==> config.mk <==
export PLATFORM = sky130hd
export DESIGN_NAME = seg7_scan_ctrl
export DESIGN_NICKNAME = d
export VERILOG_FILES = /design/src/rtl/seg7_pkg.sv /design/src/rtl/seg7_hex_decode.sv /design/src/rtl/seg7_scan_ctrl.sv
export SDC_FILE = /design/constraint.sdc
export NUM_CORES = 1
export LEC_CHECK = 0
export BUFFER_PORTS_ARGS = -buffer_cell sky130_fd_sc_hd__buf_4
export CORE_UTILIZATION = 45
export CTS_BUF_LIST = sky130_fd_sc_hd__clkbuf_16
export CTS_CLUSTER_DIAMETER = 30
export CTS_CLUSTER_SIZE = 10
export DETAILED_ROUTE_END_ITERATION = 16
export GPL_ROUTABILITY_DRIVEN = 0
export PLACE_DENSITY = 0.67
export RECOVER_POWER = 100
export SYNTH_ARGS = -nofsm -noshare
export SYNTH_HDL_FRONTEND = slang
export SYNTH_HIERARCHICAL = 1
export SYNTH_SLANG_ARGS = --single-unit
export TNS_END_PERCENT = 20
==> constraint.sdc <==
create_clock -name clk -period 2.17 [get_ports clk]
set_clock_uncertainty 0.15 [all_clocks]
set_input_delay 0.1085 -clock clk [delete_from_list [all_inputs] [get_ports clk]]
set_output_delay 0.1085 -clock clk [all_outputs]
set_load 0.005 [all_outputs]
==> src/rtl/seg7_pkg.sv <==
// ---------------------------------------------------------------------------
// seg7_pkg
// Shared constants and helpers for the multiplexed seven-segment controller.
//   SEG_W        : width of the segment bus (dp + segments g..a)
//   DP_BIT       : bit position of the decimal point inside the segment bus
//   SEG_LUT      : active-high hex to segment map, bit 6 = g ... bit 0 = a
//   seg7_decode  : nibble -> seven segment pattern lookup
//   seg7_idx_w   : width of a digit index for a given digit count
// ---------------------------------------------------------------------------
package seg7_pkg;

    localparam int SEG_W  = 8;
    localparam int DP_BIT = 7;

    localparam logic [6:0] SEG_LUT [16] = '{
        7'h3F, 7'h06, 7'h5B, 7'h4F,
        7'h66, 7'h6D, 7'h7D, 7'h07,
        7'h7F, 7'h67, 7'h77, 7'h7C,
        7'h39, 7'h5E, 7'h79, 7'h71
    };

    function automatic logic [6:0] seg7_decode(input logic [3:0] nibble);
        return SEG_LUT[nibble];
    endfunction

    // A single-digit display still needs a one-bit index register.
    function automatic int seg7_idx_w(input int numDigits);
        return (numDigits > 1) ? $clog2(numDigits) : 1;
    endfunction

endpackage

==> src/rtl/seg7_hex_decode.sv <==
// ---------------------------------------------------------------------------
// seg7_hex_decode
// Purely combinational hex digit to seven-segment decoder (active-high).
//   nibble_i : hex value 0..F
//   seg_o    : segments g..a, bit 6 = g, bit 0 = a
// ---------------------------------------------------------------------------
module seg7_hex_decode
    import seg7_pkg::*;
(
    input  logic [3:0] nibble_i,
    output logic [6:0] seg_o
);

    always_comb begin
        seg_o = seg7_decode(nibble_i);
    end

endmodule

==> src/rtl/seg7_scan_ctrl.sv <==
// ---------------------------------------------------------------------------
// seg7_scan_ctrl
// Time-multiplexed seven-segment display controller for 1..8 digits with
// frame-synchronous (tear-free) data updates, leading-zero suppression,
// 16-level brightness PWM and selectable output polarity.
//
// Ports
//   clk        : system clock
//   rst        : asynchronous active-high reset
//   load       : one-cycle strobe capturing data_in / dp_in
//   data_in    : packed hex nibbles, nibble i drives digit i (digit 0 = LSD)
//   dp_in      : decimal point per digit
//   lz_en      : leading-zero suppression enable, sampled live
//   bright     : brightness, on-time is (bright+1)/16 of each slot, live
//   seg_data   : bit 7 = dp, bits 6:0 = segments g..a (polarity applied)
//   dig_sel    : one-hot digit enable (polarity applied)
//   frame_done : one-cycle pulse on the last cycle of each frame
// ---------------------------------------------------------------------------
module seg7_scan_ctrl
    import seg7_pkg::*;
#(
    parameter int NUM_DIGITS     = 4,
    parameter int SCAN_LOG2      = 16,
    parameter bit SEG_ACTIVE_LOW = 1'b0,
    parameter bit DIG_ACTIVE_LOW = 1'b0
) (
    input  logic                    clk,
    input  logic                    rst,
    input  logic                    load,
    input  logic [4*NUM_DIGITS-1:0] data_in,
    input  logic [NUM_DIGITS-1:0]   dp_in,
    input  logic                    lz_en,
    input  logic [3:0]              bright,
    output logic [SEG_W-1:0]        seg_data,
    output logic [NUM_DIGITS-1:0]   dig_sel,
    output logic                    frame_done
);

    localparam int DATA_W = 4 * NUM_DIGITS;
    localparam int IDX_W  = seg7_idx_w(NUM_DIGITS);

    localparam logic [IDX_W-1:0]     LAST_IDX = IDX_W'(NUM_DIGITS - 1);
    // Prescaler value one cycle before the slot tick; used to register
    // frame_done so that it lines up with the boundary cycle itself.
    localparam logic [SCAN_LOG2-1:0] CNT_PRE  = {{(SCAN_LOG2-1){1'b1}}, 1'b0};

    logic [SCAN_LOG2-1:0]  cnt_q, cnt_d;
    logic [IDX_W-1:0]      idx_q, idx_d;
    logic [DATA_W-1:0]     shadowData_q, shadowData_d;
    logic [NUM_DIGITS-1:0] shadowDp_q, shadowDp_d;
    logic                  pending_q, pending_d;
    logic [DATA_W-1:0]     activeData_q, activeData_d;
    logic [NUM_DIGITS-1:0] activeDp_q, activeDp_d;
    logic [SEG_W-1:0]      segRaw_q, segRaw_d;
    logic [NUM_DIGITS-1:0] digRaw_q, digRaw_d;
    logic                  frameDone_q, frameDone_d;

    logic                  tick;
    logic                  boundary;
    logic [NUM_DIGITS-1:0] blankMask;
    logic                  zeroRun;
    logic [3:0]            curNibble;
    logic                  curDp;
    logic [6:0]            decodedSeg;
    logic [3:0]            phase;
    logic                  digitOn;

    // Free-running prescaler and digit index. A slot ends when the
    // prescaler is all ones; the frame ends on the last slot's tick.
    always_comb begin
        cnt_d       = cnt_q + 1'b1;
        tick        = (cnt_q == '1);
        boundary    = tick && (idx_q == LAST_IDX);
        idx_d       = idx_q;
        if (tick) begin
            idx_d = (idx_q == LAST_IDX) ? '0 : idx_q + 1'b1;
        end
        frameDone_d = (cnt_q == CNT_PRE) && (idx_q == LAST_IDX);
    end

    // Double-buffered digit data. Loads land in the shadow copy and are
    // promoted to the displayed (active) copy only on a frame boundary,
    // so a frame never mixes old and new digits. A load exactly on the
    // boundary has nothing to tear, so it goes straight to active.
    always_comb begin
        shadowData_d = shadowData_q;
        shadowDp_d   = shadowDp_q;
        pending_d    = pending_q;
        activeData_d = activeData_q;
        activeDp_d   = activeDp_q;
        if (load && boundary) begin
            shadowData_d = data_in;
            shadowDp_d   = dp_in;
            activeData_d = data_in;
            activeDp_d   = dp_in;
            pending_d    = 1'b0;
        end else begin
            if (boundary && pending_q) begin
                activeData_d = shadowData_q;
                activeDp_d   = shadowDp_q;
                pending_d    = 1'b0;
            end
            if (load) begin
                shadowData_d = data_in;
                shadowDp_d   = dp_in;
                pending_d    = 1'b1;
            end
        end
    end

    // Leading-zero mask: walk down from the most significant digit and
    // keep blanking while every nibble seen so far is zero. Digit 0 is
    // never blanked so a zero value still shows a single "0".
    always_comb begin
        blankMask = '0;
        zeroRun   = 1'b1;
        for (int i = NUM_DIGITS - 1; i >= 1; i--) begin
            zeroRun      = zeroRun && (activeData_q[4*i +: 4] == 4'h0);
            blankMask[i] = zeroRun;
        end
    end

    always_comb begin
        curNibble = activeData_q[{idx_q, 2'b00} +: 4];
        curDp     = activeDp_q[idx_q];
    end

    seg7_hex_decode uDecode (
        .nibble_i (curNibble),
        .seg_o    (decodedSeg)
    );

    // Brightness PWM uses the top four prescaler bits as the phase within
    // the slot. While the digit is off both buses sit at their inactive
    // level; blanking by leading-zero suppression keeps the dp bit.
    always_comb begin
        phase    = cnt_q[SCAN_LOG2-1 -: 4];
        digitOn  = (phase <= bright);
        segRaw_d = '0;
        digRaw_d = '0;
        if (digitOn) begin
            segRaw_d[DP_BIT]     = curDp;
            segRaw_d[DP_BIT-1:0] = (lz_en && blankMask[idx_q]) ? 7'h00 : decodedSeg;
            digRaw_d[idx_q]      = 1'b1;
        end
    end

    // State and output registers.
    always_ff @(posedge clk or posedge rst) begin
        if (rst) begin
            cnt_q        <= '0;
            idx_q        <= '0;
            shadowData_q <= '0;
            shadowDp_q   <= '0;
            pending_q    <= 1'b0;
            activeData_q <= '0;
            activeDp_q   <= '0;
            segRaw_q     <= '0;
            digRaw_q     <= '0;
            frameDone_q  <= 1'b0;
        end else begin
            cnt_q        <= cnt_d;
            idx_q        <= idx_d;
            shadowData_q <= shadowData_d;
            shadowDp_q   <= shadowDp_d;
            pending_q    <= pending_d;
            activeData_q <= activeData_d;
            activeDp_q   <= activeDp_d;
            segRaw_q     <= segRaw_d;
            digRaw_q     <= digRaw_d;
            frameDone_q  <= frameDone_d;
        end
    end

    // Polarity is applied after the registers, so a held reset already
    // presents the board-level inactive levels.
    assign seg_data   = segRaw_q ^ {SEG_W{SEG_ACTIVE_LOW}};
    assign dig_sel    = digRaw_q ^ {NUM_DIGITS{DIG_ACTIVE_LOW}};
    assign frame_done = frameDone_q;

endmodule

======== Yosys cells after proc, flatten, opt, wreduce, memory -nomap -nowiden ========
Memories as Yosys holds them, arrays and structs flattened.
Cells that the tools add are included.
storage, ports and cells
  bits in registers ....................... 72
  ROM bits ................................ 112
  bits of input ports ..................... 28
  output and inout port bits .............. 13
  memories ................................ 1
memories
  name             words  width  rd ports  clocked after Yosys merged registers in  wr ports  RTL line        text
  (no name shown)  16     7      1         0                                        0         seg7_pkg.sv:23  return SEG_LUT[nibble];
operators by class
  $add $sub $neg .......................... 2
  magnitude comparators ................... 4
  equality and inequality tests ........... 3
  shifts and indexed selects .............. 1
  muxes and demuxes ....................... 23
  bitwise logic cells ..................... 1
  reduce and logical (&&, ||, !) cells .... 14
operators by type and width
  cell                                                                                  count
  16-bit two-way mux                                                                    4
  16-bit equality test (second input constant)                                          2
  7-bit two-way mux                                                                     3
  4-bit two-way mux                                                                     5
  16-bit by 1-bit adder with 16-bit output (second input constant)                      1
  16-bit by 5-bit indexed part select with 4-bit output                                 1
  4-bit zero test                                                                       3
  1-bit logical AND                                                                     8
  8-bit two-way mux                                                                     1
  1-bit two-way mux                                                                     6
  5-bit greater-or-equal comparator (second input constant)                             1
  4-bit NOT with 5-bit output                                                           1
  1-bit binary-select mux with 2-bit select                                             2
  4-bit <= comparator                                                                   1
  2-bit nonzero test                                                                    2
  2-bit by 3-bit < comparator with 1-bit output (second input constant)                 1
  3-bit nonzero test                                                                    1
  2-bit by 1-bit adder with 2-bit output (second input constant)                        1
  1-bit demux with 2-bit select                                                         1
  2-bit equality test (second input constant)                                           1
  2-bit by 1-bit greater-or-equal comparator with 1-bit output (second input constant)  1
  2-bit two-way mux                                                                     1

======== Logic depth before layout (Yosys ltp) ========
Gate-level depths: netlist of the first run.
  word-level depth ........................ 8
  depth in mapped cells ................... 8

======== Modules after synthesis ========
The synthesis of the first run kept the hierarchy.
by module, submodules not included
  module           times used  cells each  area an instance (sq um)  seq. area each (sq um)
  seg7_scan_ctrl   1           261         3190.6                    1801.7
  seg7_hex_decode  1           41          284.0                     0.0

======== Worst setup path after synthesis of the first run ========
No wires, ideal clock.
  path kind ............................... register -> register
  start point ............................. register idx_q[0]
  end point ............................... register segRaw_q[3], in the netlist seg_data[3]
  setup time .............................. 0.119 ns
  arrival ................................. 2.090 ns
  setup slack ............................. -0.189 ns
  cell stages (with the launch flop) ...... 9
  period minus slack after synthesis ...... 2.359 ns
  cell sequence ........................... dfrtp_1 > clkbuf_1 > mux4_2 > inv_1 > ha_1 > nand2b_1 > a211oi_1 > a21oi_1 > and2_1
on the way
  cells in the longest elaborated chain, start to end .. 7
  elaborated cells on any way between the ends .. 10
  classes of those cells .................. shift (1); mux (6); bitwise (1); reduce/logical (1); memory (1)
RTL lines
  element                                                RTL line               text
  from (decl)                                            seg7_scan_ctrl.sv:48   logic [IDX_W-1:0] idx_q, idx_d;
  from (signal assigned)                                 seg7_scan_ctrl.sv:163  idx_q <= idx_d;
  16-bit by 5-bit indexed part select with 4-bit output  seg7_scan_ctrl.sv:124  curNibble = activeData_q[{idx_q, 2'b00} +: 4];
  via curNibble[1]                                       seg7_scan_ctrl.sv:62   logic [3:0] curNibble;
  4-bit NOT with 5-bit output (implied by the code)      seg7_pkg.sv:23
  memory read 16 x 7 bit                                 -
  7-bit two-way mux (implied by the code) (2 in a row)   seg7_pkg.sv:23
  via decodedSeg[3]                                      seg7_scan_ctrl.sv:64   logic [6:0] decodedSeg;
  7-bit two-way mux                                      seg7_scan_ctrl.sv:143  segRaw_d[DP_BIT-1:0] = (lz_en && blankMask[idx_q]) ? 7'h00 : decodedSeg;
  8-bit two-way mux                                      seg7_scan_ctrl.sv:141  if (digitOn) begin
  via segRaw_d[3]                                        seg7_scan_ctrl.sv:54   logic [SEG_W-1:0] segRaw_q, segRaw_d;
  to (signal assigned)                                   seg7_scan_ctrl.sv:169  segRaw_q <= segRaw_d;
  to (decl)                                              seg7_scan_ctrl.sv:54
The timed path passes the listed nets, and every way through them passes these cells. The select of a mux whose other input is x is not followed.
A chain may end at the register's enable or synchronous reset.

======== Worst setup path after layout of the first run ========
Same ends and word-level chain as after synthesis.

==> metrics.md, run 1 <==
| Metric | Value |
|---|---|
| Clock period minus worst slack | 2070 ps |
| Syn nets | 347 |
| Die area | 8080 µm² |
| Non-filler cells in the finished layout | 475 |
| Worst slew pin tran | 936 ps |
| CTS tree | built |
| Power share of the clock group | 48.3% |
| Crit-path max cell delay | 560 ps |
| Crit path launch type | flop |
| Worst vdd ir | 0.438 mV |
| Top-area cell type share of the netlist area | 51.9% |
| Crit path required time | 2240 ps |
| Cell Area, Synth | 3470 µm² |
| Clk root buf | clkbuf_16 |
| Cts bufs inserted | 9 |
| PortBufs | 40 |
| Number of I/O pins | 41 |
| Post-placement setup slack | -12.8 ps |
| Sw Pwr | 0.000638 W |
| Number of H-tree levels | 3 |
| CP max stage cell | mux4_2 |
| Final Setup Violations | 0 |
| Initial antenna violation count | 0 |
| Post-DP HPWL | 4610 µm |
| Reg power frac | 45.3% |
| Stages on worst setup path | 6 |
| Core ar. | 7370 µm² |
| Reg-to-reg startpoint | idx_q[0] |
| # diodes | 0 |
| Fin Setup TNS | 0 ps |
| # DRC | 0 |
| Final hold slack | 161 ps |
| Register bit total from synthesis | 72 |
| Reg2reg path depth | 6 |
| Max-slew headroom | 37.6% |
| Clock buffer depth | 2 |
| Clock sinks | 72 |
| Worst path bufs/invs | 1 |
| DR WL/cell | 14.8 µm |
| Pre-Repair DR Iteration Count | 4 |
| Largest net degree at the start of global routing | 73 |
| DRT iter0 DRCs | 153 |
| Max frequency | 483 MHz |
| Top FF cell, synth | dfrtp_1 |
| Max-Cap Viols | 0 |
| Clk slew on worst S/H paths | 60 ps |
| Setup crit end kind | flop |
| Internal | 0.00249 W |
| Die Ht | 89.9 µm |
| Setup crit end | seg_data[3] |
| R2r setup slk | 100 ps |
| Layout cell share with drive strength beyond 1 | 26.3% |
| Total number of vias | 2497 |
| Sequential area share after synthesis | 51.9% |
| Final WL | 7040 µm |
| Reg-to-Reg End | seg_data[3] |
| Arrival @ worst endpoint | 2140 ps |
| RSZ-0062 raised after global routing | yes |
| Vias per inst | 5.26 |
| Final period utilization | 95.4% |
| Power Dens Cells | 709 nW/µm² |
| FFs w/ async S/R, synth | 100% |
| Post-layout net count | 417 |
| Starting Density | 47.1% |
| Status | finished, final reports clean |
| Power share of the combinational group | 6.4% |
| Area Growth Syn to Fin | 26.9% |
| Grt ovf | 0 |
| Worst setup path startpoint | idx_q[0] |
| Fin. max-slew vios | 0 |
| Worst path top cell family by delay | multiplexers |
| Lkg Pwr | 2.04 nW |
| EDFF count, synth | 0 |
| Die Wd | 89.9 µm |
| Synth area leader | dfrtp_1 |
| Critical-path cell list | mux4_2 > inv_1 > ha_1 > a211oi_2 > a21oi_1 > and2_1 |
| Crit path max fanout | 4 |
| Synth top area cells | dfrtp_1, mux2_2, ha_1, mux4_2, a21oi_1 |
| Syn. warnings | 6 |
| Final Hold Viols | 0 |
| Syn Inst Count | 302 |
| Kind of critical path | reg2reg |
| Worst skew pair latency | 330 ps |
| Dpl cells | 437 |
| Worst setup margin | 99.7 ps |
| GR Util All Layers | 18.5% |
| Total power | 0.00313 W |
| Switch share | 20.4% |
| Fillers | 637 |
| Avg Inst Size Synth | 11.5 µm² |
| First-pass GRT wire length | 11800 µm |
| Cell Rows | 31 |
| Min-delay worst type | in2reg |
| Post-synthesis cell type count | 44 |
| ANT nets after route | 0 |
| Vias in the first global route | 2491 |
-- worst min-delay path by stage --
stage	startpoint	to	slack [ps]	depth (start not counted)
after CTS	load	pending_q	160	3
after detailed placement	rst	cnt_q[11]	80	3
after global placement	rst	cnt_q[7]	80	3
after floorplan	data_in[8]	shadowData_q[8]	110	1
after global routing	load	shadowDp_q[1]	170	2
final	load	pending_q	160	3
-- stage by stage --
stage               cell area, µm²  utilization, %
floorplan                     3480               -
global placement              3900            52.9
detailed placement            3900            52.9
CTS                           4410            59.9
global route                  4410            59.8
finish                        4410            59.8
-- cell usage after synthesis (8+ instances only) --
cell,n
a21oi_1,18
a22oi_1,8
dfrtp_1,72
ha_1,17
inv_1,19
mux2_2,23
nand2_1,23
nor2_1,9
nor2b_1,9
o21ai_0,13
o22ai_1,13
xnor2_1,8
-- routing by layer --
| layer | part of all wire (%) | GRT usage, % | up-vias | routed length [µm] |
|---|---|---|---|---|
| li1 | - | - | 1207 | - |
| met1 | 46 | 23.7 | 1223 | 3250 |
| met2 | 49 | 30.3 | 54 | 3440 |
| met3 | 2.8 | 3.05 | 13 | 199 |
| met4 | 2.1 | 10.1 | 0 | 148 |
| met5 | 0 | 0 | - | 0 |
-- state kept, by name, summed over array words and instances, names as in the netlist --
name          flops
cnt_q            16
shadowDp_q        4
activeDp_q        4
pending_q         1
seg_data          8
shadowData_q     16
idx_q             2
dig_sel           4
activeData_q     16
frame_done        1
-- tightest hold or removal path: stages --
cell     delay, ps
buf_4          220
nor2_1         190
a21oi_1         60
-- placed cells by master, fill, tap and decap left out, types with 4 or more instances in the layout --
master         instances
mux4_2                 5
clkbuf_1               5
xnor2_1                8
o21ai_0               13
nor3_1                 4
and2_1                 8
nand2_1               23
ha_1                  15
a21oi_1               18
nand3_1                7
inv_1                 19
nor2b_1                8
o22ai_1               13
xor2_1                 6
nor2_1                 9
clkbuf_16              9
clkbuf_4              29
buf_4                 17
nor4_1                 4
mux2_2                23
dlygate4sd3_1         21
dfrtp_1               70
a22oi_1                8
-- power by group through the flow --
stage                     sequential [W]  combinational (W)  clock, W
after CTS                        0.00142           0.000210   0.00153
after global placement           0.00144           0.000175         0
after global routing             0.00142           0.000223   0.00159
final                            0.00142           0.000200   0.00151
after floorplan                  0.00143           0.000101         0
after detailed placement         0.00144           0.000179         0
-- repair_timing --
item                       4_1_cts  5_1_grt
hold endpoints to repair       105        0
hold buffers                    21        0
setup endpoints to repair        1       10
setup buffers                    0        2
gates resized for setup          1        7
-- final cells by class --
class	count	area, µm²	area share (%)
Clock buffer	9	225	5.11
Tap cell	99	124	2.81
Timing Repair Buffer	72	574	13.0
Inverter	19	71.3	1.62
Sequential cell	72	1800	40.9
Multi-Input combinational cell	198	1540	34.8
Clock inverter	6	76.3	1.73
-- cells by family after synthesis --
| family | count (synthesis) | synth area share, % |
|---|---|---|
| mux | 31 | 11.8 |
| simple gates | 78 | 12.6 |
| fa+ha+maj | 17 | 6.12 |
| flops | 72 | 51.9 |
| compound gates | 58 | 9.80 |
| xor+xnor | 14 | 3.53 |
| buf+inv | 32 | 4.29 |
(Power assumes the default switching activity.)
==> run 2: changes to the inputs <==
--- a/config.mk
+++ b/config.mk
@@ -12,7 +12,6 @@
 export CTS_CLUSTER_SIZE = 10
 export DETAILED_ROUTE_END_ITERATION = 16
 export GPL_ROUTABILITY_DRIVEN = 0
-export PLACE_DENSITY = 0.67
 export RECOVER_POWER = 100
 export SYNTH_ARGS = -nofsm -noshare
 export SYNTH_HDL_FRONTEND = slang
==> constraint.sdc (replaced) <==
create_clock -name clk -period 2.15 [get_ports clk]
set_clock_uncertainty 0.15 [all_clocks]
set_input_delay 0.1075 -clock clk [delete_from_list [all_inputs] [get_ports clk]]
set_output_delay 0.1075 -clock clk [all_outputs]
set_load 0.005 [all_outputs]
==> metrics.md, run 2 (same netlist as run 1, synthesis figures left out) <==
| Metric | Value |
|---|---|
| Status | finished, final reports clean |
| Final Hold Viols | 0 (unchanged) |
| Post-placement setup slack | 4.93 ps (+17.7 ps) |
| Worst setup margin | 114 ps (+14.1 ps) |
| M1 wire length | 3330 µm (+2.5%) |
| # diodes | 0 (unchanged) |
| Clock buffer depth | 2 (unchanged) |
| Power Dens Cells | 724 nW/µm² (+2.1%) |
| Initial antenna violation count | 0 (unchanged) |
| DR WL/cell | 14.1 µm (-5.0%) |
| Starting Density | 47.1% (unchanged) |
| Wire length on met2 | 3040 µm (-11%) |
| Worst vdd ir | 0.397 mV (-9.3%) |
| Power share of the clock group | 48.9% (+0.6 points) |
| First-pass GRT wire length | 11500 µm (-2.6%) |
| GR Util All Layers | 18.4% (-0.086 points) |
| Clk slew on worst S/H paths | 60 ps (about the same) |
| Power share of the combinational group | 6.3% (about the same) |
| PortBufs | 40 (unchanged) |
| DRT iter0 DRCs | 100 (-35%) |
| Sw Pwr | 0.000669 W (+4.9%) |
| Grt ovf | 0 (unchanged) |
| Crit path max fanout | 5 (+1) |
| Final WL | 6710 µm (-4.6%) |
| Critical-path cell list | mux4_2 > clkbuf_1 > ha_1 > o32a_1 > and2_1 |
| Vias in the first global route | 2382 (-4.4%) |
| Clock sinks | 72 (unchanged) |
| Final Setup Violations | 0 (unchanged) |
| Max frequency | 491 MHz (+1.7%) |
| Worst slew pin tran | 861 ps (-75.2 ps) |
| Post-DP HPWL | 4560 µm (-1.0%) |
| Largest net degree at the start of global routing | 53 (-27%) |
| Fin Setup TNS | 0 ps (unchanged) |
| Reg power frac | 44.8% (-0.5 points) |
| Cell Rows | 31 (unchanged) |
| Layout cell share with drive strength beyond 1 | 24.1% (-2.3 points) |
| Max-slew headroom | 42.6% (+5.0 points) |
| Most frequent cells in the layout | dfrtp_1, clkbuf_4, nand2_1 |
| RSZ-0062 raised after global routing | no |
| CTS tree | built |
| Vias per inst | 5.09 (-3.1%) |
| Number of H-tree levels | 3 (unchanged) |
| Setup crit end kind | flop |
| Crit path required time | 2230 ps (about the same) |
| CP max stage cell | mux4_2 |
| Commonest non-fill, non-tap cell in the layout | dfrtp_1 |
| Max Used Layer | met4 |
| Largest registers | activeData_q x16, cnt_q x16, shadowData_q x16 |
| Kind of critical path | reg2reg |
| Area Growth Syn to Fin | 26.8% |
| Fillers | 646 (+1.4%) |
| R2r setup slk | 110 ps (about the same) |
| Die Wd | 89.9 µm (unchanged) |
| # DRC | 0 (unchanged) |
| Internal | 0.00252 W (+1.3%) |
| Crit-path max cell delay | 560 ps (about the same) |
| Met3 WL post-DR | 234 µm (+18%) |
| Pre-Repair DR Iteration Count | 5 (+1) |
| Max-Cap Viols | 0 (unchanged) |
| ANT nets after route | 0 (unchanged) |
| Total number of vias | 2430 (-2.7%) |
| Fin area | 4410 µm² (-0.11%) |
| Min-delay worst type | in2reg |
| Crit path launch type | flop |
| Post-DP Area | 3920 µm² (+0.39%) |
| Arrival @ worst endpoint | 2110 ps (-30 ps) |
| Die Ht | 89.9 µm (unchanged) |
| Clock period minus worst slack | 2040 ps (-34.1 ps) |
| Core ar. | 7370 µm² (unchanged) |
| Switch share | 21.0% (+0.57 points) |
| Worst skew pair latency | 330 ps (about the same) |
| Post-layout net count | 418 (+0.24%) |
| Fin. max-slew vios | 0 (unchanged) |
| Clk root buf | clkbuf_16 |
| Lkg Pwr | 2.03 nW (-0.70%) |
| Final period utilization | 94.7% (-0.70 points) |
| Die area | 8080 µm² (unchanged) |
| Cts bufs inserted | 9 (unchanged) |
| Number of I/O pins | 41 (unchanged) |
[run 2: path summary, 6_finish.rpt]
check                           cells past startpoint  startpoint           to
worst min register to register                      1   cnt_q[10]    cnt_q[10]
worst min-delay path                                3        load    pending_q
min in group asynchronous                           3         rst     cnt_q[7]
worst max register to register                      5    idx_q[0]  seg_data[4]
worst max-delay path                                5    idx_q[0]  seg_data[4]
max in group asynchronous                           4         rst     idx_q[0]
[run 2: area by class of cell]
class / count / area, µm² / area share (%)
flip-flops and latches: 72 / 1800 / 41.0
well taps: 99 / 124 / 2.81
repair buffers: 73 / 576 / 13.1
clock buffers: 9 / 225 / 5.11
clock inverters: 7 / 87.6 / 1.99
inverters: 19 / 71.3 / 1.62
multi-input cells: 198 / 1520 / 34.5
[run 2: per-layer routing]
metal	vias to the layer above	global-route usage (%)
met5	-	0
met4	0	6.85
met3	8	5.41
met2	48	28.1
met1	1168	25.0
li1	1206	-
[run 2: per-stage QoR]
stage	hold WS, ps	instances	utilization (%)	power (W)
finish	156	477	59.8	0.00319
global route	173	477	59.8	0.00331
CTS	161	476	60.3	0.00324
detailed placement	16.9	439	53.1	0.00164
global placement	7.51	439	53.1	0.00163
floorplan	109	302	-	0.00155
[run 2: repair_timing]
item	CTS	global route
hold buffers	21	0
setup buffers	0	1
resized for setup	1	5
hold endpoints to repair	57	0
setup endpoints to repair	1	8
[run 2: critical path, delay by kind of cell, from the launching register on]
family,cells,cell delay (ps)
adders and majority gates,1,190
buffers and inverters,1,160
and+or+nand+nor,1,140
muxes,1,560
AOI/OAI and AO/OA,1,320
DFF,1,430
[run 2: power by group through the flow]
stage	clock (W)	combinational, W	sequential, W
after global placement	0	0.000179	0.00145
after detailed placement	0	0.000182	0.00145
after global routing	0.00165	0.000222	0.00143
after CTS	0.00160	0.000212	0.00143
after floorplan	0	0.000102	0.00145
final	0.00156	0.000200	0.00143
